**src/rtl/fetch_pkg.sv**
```systemverilog
`default_nettype none
// ============================================================================
//  Module      : fetch_pkg
//  Description : Shared types and constants for the fetch-stage PC controller:
//                FSM state encoding, default reset/trap vectors, drain counter
//                width and a word-alignment helper.
//  Revision    : 1.0  initial release
// ============================================================================
package fetch_pkg;

    // Fetch controller operating modes
    typedef enum logic [1:0] {
        ST_BOOT   = 2'd0,
        ST_RUN    = 2'd1,
        ST_DRAIN  = 2'd2,
        ST_HALTED = 2'd3
    } fetch_state_t;

    // Default vectors: first fetch after reset, misaligned-target trap entry
    localparam logic [31:0] C_RESET_PC_DEFAULT = 32'h0000_0000;
    localparam logic [31:0] C_TRAP_PC_DEFAULT  = 32'h0000_0100;

    // Width of the drain bubble counter (supports 1..15 drain cycles)
    localparam int C_DRAIN_CNT_W = 4;

    // Force a byte address onto a 32-bit word boundary
    function automatic logic [31:0] word_align(input logic [31:0] addr);
        return addr & ~32'd3;
    endfunction

endpackage : fetch_pkg
`default_nettype wire

```
**src/rtl/fetch_ctrl.sv**
```systemverilog
`default_nettype none
// ============================================================================
//  Module      : fetch_ctrl
//  Description : Next-PC selection and debug halt sequencing for the fetch
//                stage. Redirects beat stalls, stalls beat sequential fetch.
//                A halt request holds the PC, injects DRAIN_CYCLES bubbles and
//                parks in HALTED until resume.
//                Optional build macro FETCH_MISALIGN_TRAP_EN: a redirect to a
//                non word-aligned target vectors to TRAP_PC and raises a
//                one-cycle registered trap pulse. Without it the target is
//                silently word-aligned and the trap port does not exist.
//  Revision    : 1.0  initial release
// ============================================================================
module fetch_ctrl
    import fetch_pkg::*;
#(
    parameter logic [31:0] RESET_PC     = C_RESET_PC_DEFAULT,
    parameter logic [31:0] TRAP_PC      = C_TRAP_PC_DEFAULT,
    parameter int          DRAIN_CYCLES = 4
) (
    input  logic        clk,
    input  logic        reset,
    input  logic [31:0] PCF,
    input  logic [31:0] PCPlus4F,
    input  logic        StallF,
    input  logic        PCSrcE,
    input  logic [31:0] PCTargetE,
    input  logic        halt_req,
    input  logic        resume_req,
    output logic [31:0] PCF_new,
    output logic        en,
    output logic        FlushD,
    output logic        halted
`ifdef FETCH_MISALIGN_TRAP_EN
    ,
    output logic        trap
`endif
);

    // Counter is loaded with N-1 so that the cycle reading zero is the last bubble
    localparam logic [C_DRAIN_CNT_W-1:0] c_drain_load = C_DRAIN_CNT_W'(DRAIN_CYCLES - 1);

    fetch_state_t               r_state;
    fetch_state_t               w_state_next;
    logic [C_DRAIN_CNT_W-1:0]   r_drain_cnt;
    logic [C_DRAIN_CNT_W-1:0]   w_drain_cnt_next;
    logic [31:0]                w_redirect_pc;
    logic                       w_redirect_taken;

    // The fetch PC register is never disabled; holding is done by feeding PCF back
    assign en = 1'b1;

`ifdef FETCH_MISALIGN_TRAP_EN
    logic w_misaligned;
    logic r_trap;

    assign w_misaligned  = |PCTargetE[1:0];
    assign w_redirect_pc = w_misaligned ? TRAP_PC : word_align(PCTargetE);
    assign trap          = r_trap;

    // Trap pulse: registered for exactly the cycle after a misaligned redirect
    always_ff @(posedge clk) begin
        if (!reset) begin
            r_trap <= 1'b0;
        end else begin
            r_trap <= w_redirect_taken & w_misaligned;
        end
    end
`else
    logic w_unused;

    // Low target bits are dropped; keep otherwise-idle signals referenced
    assign w_redirect_pc = word_align(PCTargetE);
    assign w_unused      = ^{PCTargetE[1:0], TRAP_PC, w_redirect_taken};
`endif

    // State and drain counter registers; reset returns to BOOT with nothing pending
    always_ff @(posedge clk) begin
        if (!reset) begin
            r_state     <= ST_BOOT;
            r_drain_cnt <= '0;
        end else begin
            r_state     <= w_state_next;
            r_drain_cnt <= w_drain_cnt_next;
        end
    end

    // Next-state, next-PC and flush selection (zero-cycle response to inputs)
    always_comb begin
        w_state_next     = r_state;
        w_drain_cnt_next = r_drain_cnt;
        w_redirect_taken = 1'b0;
        PCF_new          = PCF;
        FlushD           = 1'b0;
        halted           = 1'b0;

        case (r_state)
            ST_BOOT: begin
                PCF_new      = RESET_PC;
                FlushD       = 1'b1;
                w_state_next = ST_RUN;
            end

            ST_RUN: begin
                if (PCSrcE) begin
                    // Redirect wins over both stall and halt for this cycle
                    PCF_new          = w_redirect_pc;
                    FlushD           = 1'b1;
                    w_redirect_taken = 1'b1;
                end else if (halt_req || StallF) begin
                    PCF_new = PCF;
                end else begin
                    PCF_new = PCPlus4F;
                end

                if (halt_req) begin
                    w_state_next     = ST_DRAIN;
                    w_drain_cnt_next = c_drain_load;
                end
            end

            ST_DRAIN: begin
                FlushD = 1'b1;
                // A late-resolving branch still lands, but does not extend the drain
                if (PCSrcE) begin
                    PCF_new          = w_redirect_pc;
                    w_redirect_taken = 1'b1;
                end

                if (r_drain_cnt == '0) begin
                    w_state_next = ST_HALTED;
                end else begin
                    w_drain_cnt_next = r_drain_cnt - 1'b1;
                end
            end

            ST_HALTED: begin
                halted = 1'b1;
                FlushD = 1'b1;
                if (resume_req) begin
                    w_state_next = ST_RUN;
                end
            end

            default: begin
                w_state_next = ST_BOOT;
            end
        endcase
    end

endmodule : fetch_ctrl
`default_nettype wire

```
**config.mk**
```make
export PLATFORM = sky130hd
export DESIGN_NAME = fetch_ctrl
export DESIGN_NICKNAME = d
export VERILOG_FILES = /design/src/rtl/fetch_pkg.sv /design/src/rtl/fetch_ctrl.sv
export SDC_FILE = /design/constraint.sdc
export NUM_CORES = 1
export LEC_CHECK = 0
export CORE_MARGIN = 5
export CORE_UTILIZATION = 29
export DETAILED_ROUTE_END_ITERATION = 12
export GPL_TIMING_DRIVEN = 0
export PLACE_DENSITY = 0.79
export SYNTH_ARGS = -nofsm -noshare
export SYNTH_HDL_FRONTEND = slang
export SYNTH_SLANG_ARGS = --single-unit
```
**constraint.sdc**
```tcl
create_clock -name clk -period 2 [get_ports clk]
set_input_delay 0.2 -clock clk [delete_from_list [all_inputs] [get_ports clk]]
set_output_delay 0.2 -clock clk [all_outputs]
set_load 0.03 [all_outputs]
```
==> reports/summary.txt <==
Cts bufs inserted - 3
Period utilization - 110%
P_int - 1.57 mW
Vias in the first global route - 2288
Critical path type - flip-flop to output pin
Final setup vio count - 29
DIE HEIGHT - 82.6 µm
Required time of the critical path - 1.80 ns
Max Cap Viol - 0
Top post-synthesis cells by area - a221o_1, or4b_2, a21oi_1, nand2_1, dfxtp_1
Hold-fix buffers, CTS - 0
Mapped cell area - 1530 µm²
H-Tree Level Count - 1
Post-route cell area - 3180 µm²
Final ANT Viol Nets - 0
IO buf count - 132
Overall Power - 3.06 mW
Yosys warning total - 0
Fin. Hold Viols - 0
Fin util - 62.3%
Mapped Cells - 212
Reg2Reg Setup Slack - 0.16 ns
Routability congestion estimate - 0.882
Avg Inst Size Synth - 7.22 µm²
Final WS setup - -0.201 ns
Final Max Tran Viols - 0
DRC errors left - 0
Clk_skew - 0.00685 ns
Largest vdd supply drop - 0.000450 V
Seq/Total Area, Yosys - 7.85%
Antenna Cells - 0
Max clock buf depth - 2
Total wire length - 6.95 mm
Post-synth EDFFs - 0
Outcome - complete, but fails checks
Yosys cell types - 36
FF-to-FF End - r_state[1]
Syn_nets - 321
Placed cell area - 2970 µm²
Worst-path clk slew - 0.04 ns
Root Buffer - clkbuf_8
CTS tree - built
Boundary Pins - 137
Failing checks - negative setup slack
Vias per Instance - 5.31
Die Span X - 82.6 µm
Leakage - 1.28 nW
First-pass GRT wire length - 11.0 mm
Global route overflow - 0
CP endpoint kind - output pin
Largest net degree at the start of global routing - 11
Worst R2R Path Depth - 5
Register share of total power - 7.4%
Die ar. - 6830 µm²
Sw power - 1.49 mW
Sw Ratio - 48.8%
Reg2reg start - r_drain_cnt[0]
Post-synth top area share - 19.0%
CORE AREA - 5110 µm²
# clock sinks - 6
Pwr dens - 962 nW/µm²
Worst slack at placement - -1.13 ns
Post-synth ARST share - 0%
Clk network pwr share - 6.4%
Synth Register Bits - 6
Post-synth top flop - dfxtp_1
Row Count - 26
Fmax - 454 MHz
Startpoint Class - flip-flop
Vias - 2274
End of the critical path - PCF_new[11]
Slew @ Worst Pin - 0.509 ns
Synth area leader - a221o_1
Initial antenna violation count - 0
Wire length per cell - 16.2 µm
All-layer global routing usage - 20.4%
Tightest Hold Check Type - input port to flip-flop
Starting Density - 30.0%
Clk_lat worst skew - 0.23 ns
RSZ-0062 raised after global routing - true
First-pass DRT Iterations - 4
Area grow syn2layout - 108%
Initial DRC Count - 73
Crit-path max FO - 5
Net count reported at finish - 468
Slew margin rel. - 66.1%
Tmin final - 2.20 ns
Layout cells sized above 1 - 31.6%
Combinational fraction of design power - 86.2%
Critical Path Start - r_state[0]
Detailed Place HPWL - 5.54 mm
Arr. time, crit path - 2.00 ns
[metal layers]
metal,vias up,routed length (µm),global-route usage [%]
met1,1051,2750,22.8
met5,-,0,0
met2,90,3480,38.5
met3,6,669,6.72
met4,0,50,2.29
li1,1127,-,-
[registers in the layout, summed over array words and instances (netlist names)]
register / count
r_drain_cnt: 4
r_state: 2
[through the flow]
stage               setup TNS (ns)  hold WS, ns  std cells
global route                 -5.76        0.411        428
floorplan                        0        0.484        212
CTS                          -6.03        0.370        427
global placement            -31.86        0.498        414
detailed placement          -32.59        0.500        414
finish                       -4.19        0.373        428
[critical path, stage by stage (launching register included)]
cell and delay (ns):
dfxtp_4 0.37, inv_4 0.04, ha_4 0.15, nor2b_4 0.12, a311o_1 0.32, buf_6 0.16
buf_8 0.13, a221o_2 0.35, buf_6 0.14
[power by group through the flow]
stage / clock network, mW / registers, mW / logic (mW)
6_report: 0.195 / 0.228 / 2.64
3_5_place_dp: 0 / 0.224 / 2.42
5_1_grt: 0.207 / 0.235 / 2.83
3_3_place_gp: 0 / 0.221 / 2.39
4_1_cts: 0.198 / 0.220 / 2.61
2_1_floorplan: 0 / 0.209 / 1.48
[cell families (layout without fill, tap and decap cells)]
| family | Yosys count | in the layout | synth area share [%] |
|---|---|---|---|
| other cells | 1 | 1 | 0.245 |
| compound gates | 75 | 75 | 36.0 |
| buf+inv | 33 | 179 | 9.57 |
| flops | 6 | 6 | 7.85 |
| mux | 6 | 6 | 4.09 |
| fa+ha+maj | 7 | 7 | 5.72 |
| simple gates | 84 | 84 | 36.5 |
[how the worst min path moves through the flow]
stage                         startpoint        endpoint  depth (start not counted)
after global routing               reset      r_state[0]                          3
after CTS                          reset      r_state[0]                          3
after detailed placement      r_state[0]      r_state[0]                          2
after floorplan           r_drain_cnt[2]  r_drain_cnt[2]                          2
final                              reset      r_state[0]                          3
after global placement        r_state[0]      r_state[0]                          2
[cell usage in the layout, fill, tap and decap left out, types with 3 or more instances in the layout]
master	instances
mux2i_1	4
a221o_2	10
ha_1	4
or4b_2	21
or4b_1	7
nand2_1	34
buf_2	7
buf_6	21
dfxtp_1	4
buf_4	17
clkbuf_8	3
dlygate4sd2_1	3
o31ai_1	3
clkbuf_4	8
clkbuf_2	9
clkdlybuf4s50_1	97
a21oi_1	32
inv_1	7
a221o_1	19
nand2b_1	5
[repair_timing]
action                                  in CTS  in global routing
cloned                                       2                  0
buffers inserted                             8                  2
gates resized for setup                    228                 33
endpoints found under the setup margin      33                 32
pin swaps                                   13                  8
[cell type report]
class                           instances  area [µm²]
Tap cell                               70        87.6
Inverter                                8        32.5
Buffer                                 24         158
Multi-Input combinational cell        173        1330
Fill cell                             469        1920
Timing Repair Buffer                  143        1410
Clock buffer                            4        45.0
Sequential cell                         6         128
[synth_stat cells, drive strengths merged (2+ instances only)]
master,instances
a21oi,34
a221o,29
and3b,2
buf,9
clkbuf,16
dfxtp,6
ha,7
inv,8
mux2,2
mux2i,4
nand2,34
nand2b,5
nand3b,2
nand4,2
nor2b,2
nor3,2
o21a,2
o21ai,2
o31ai,3
or4b,29
Note: power is estimated with default switching activity, not from simulation.
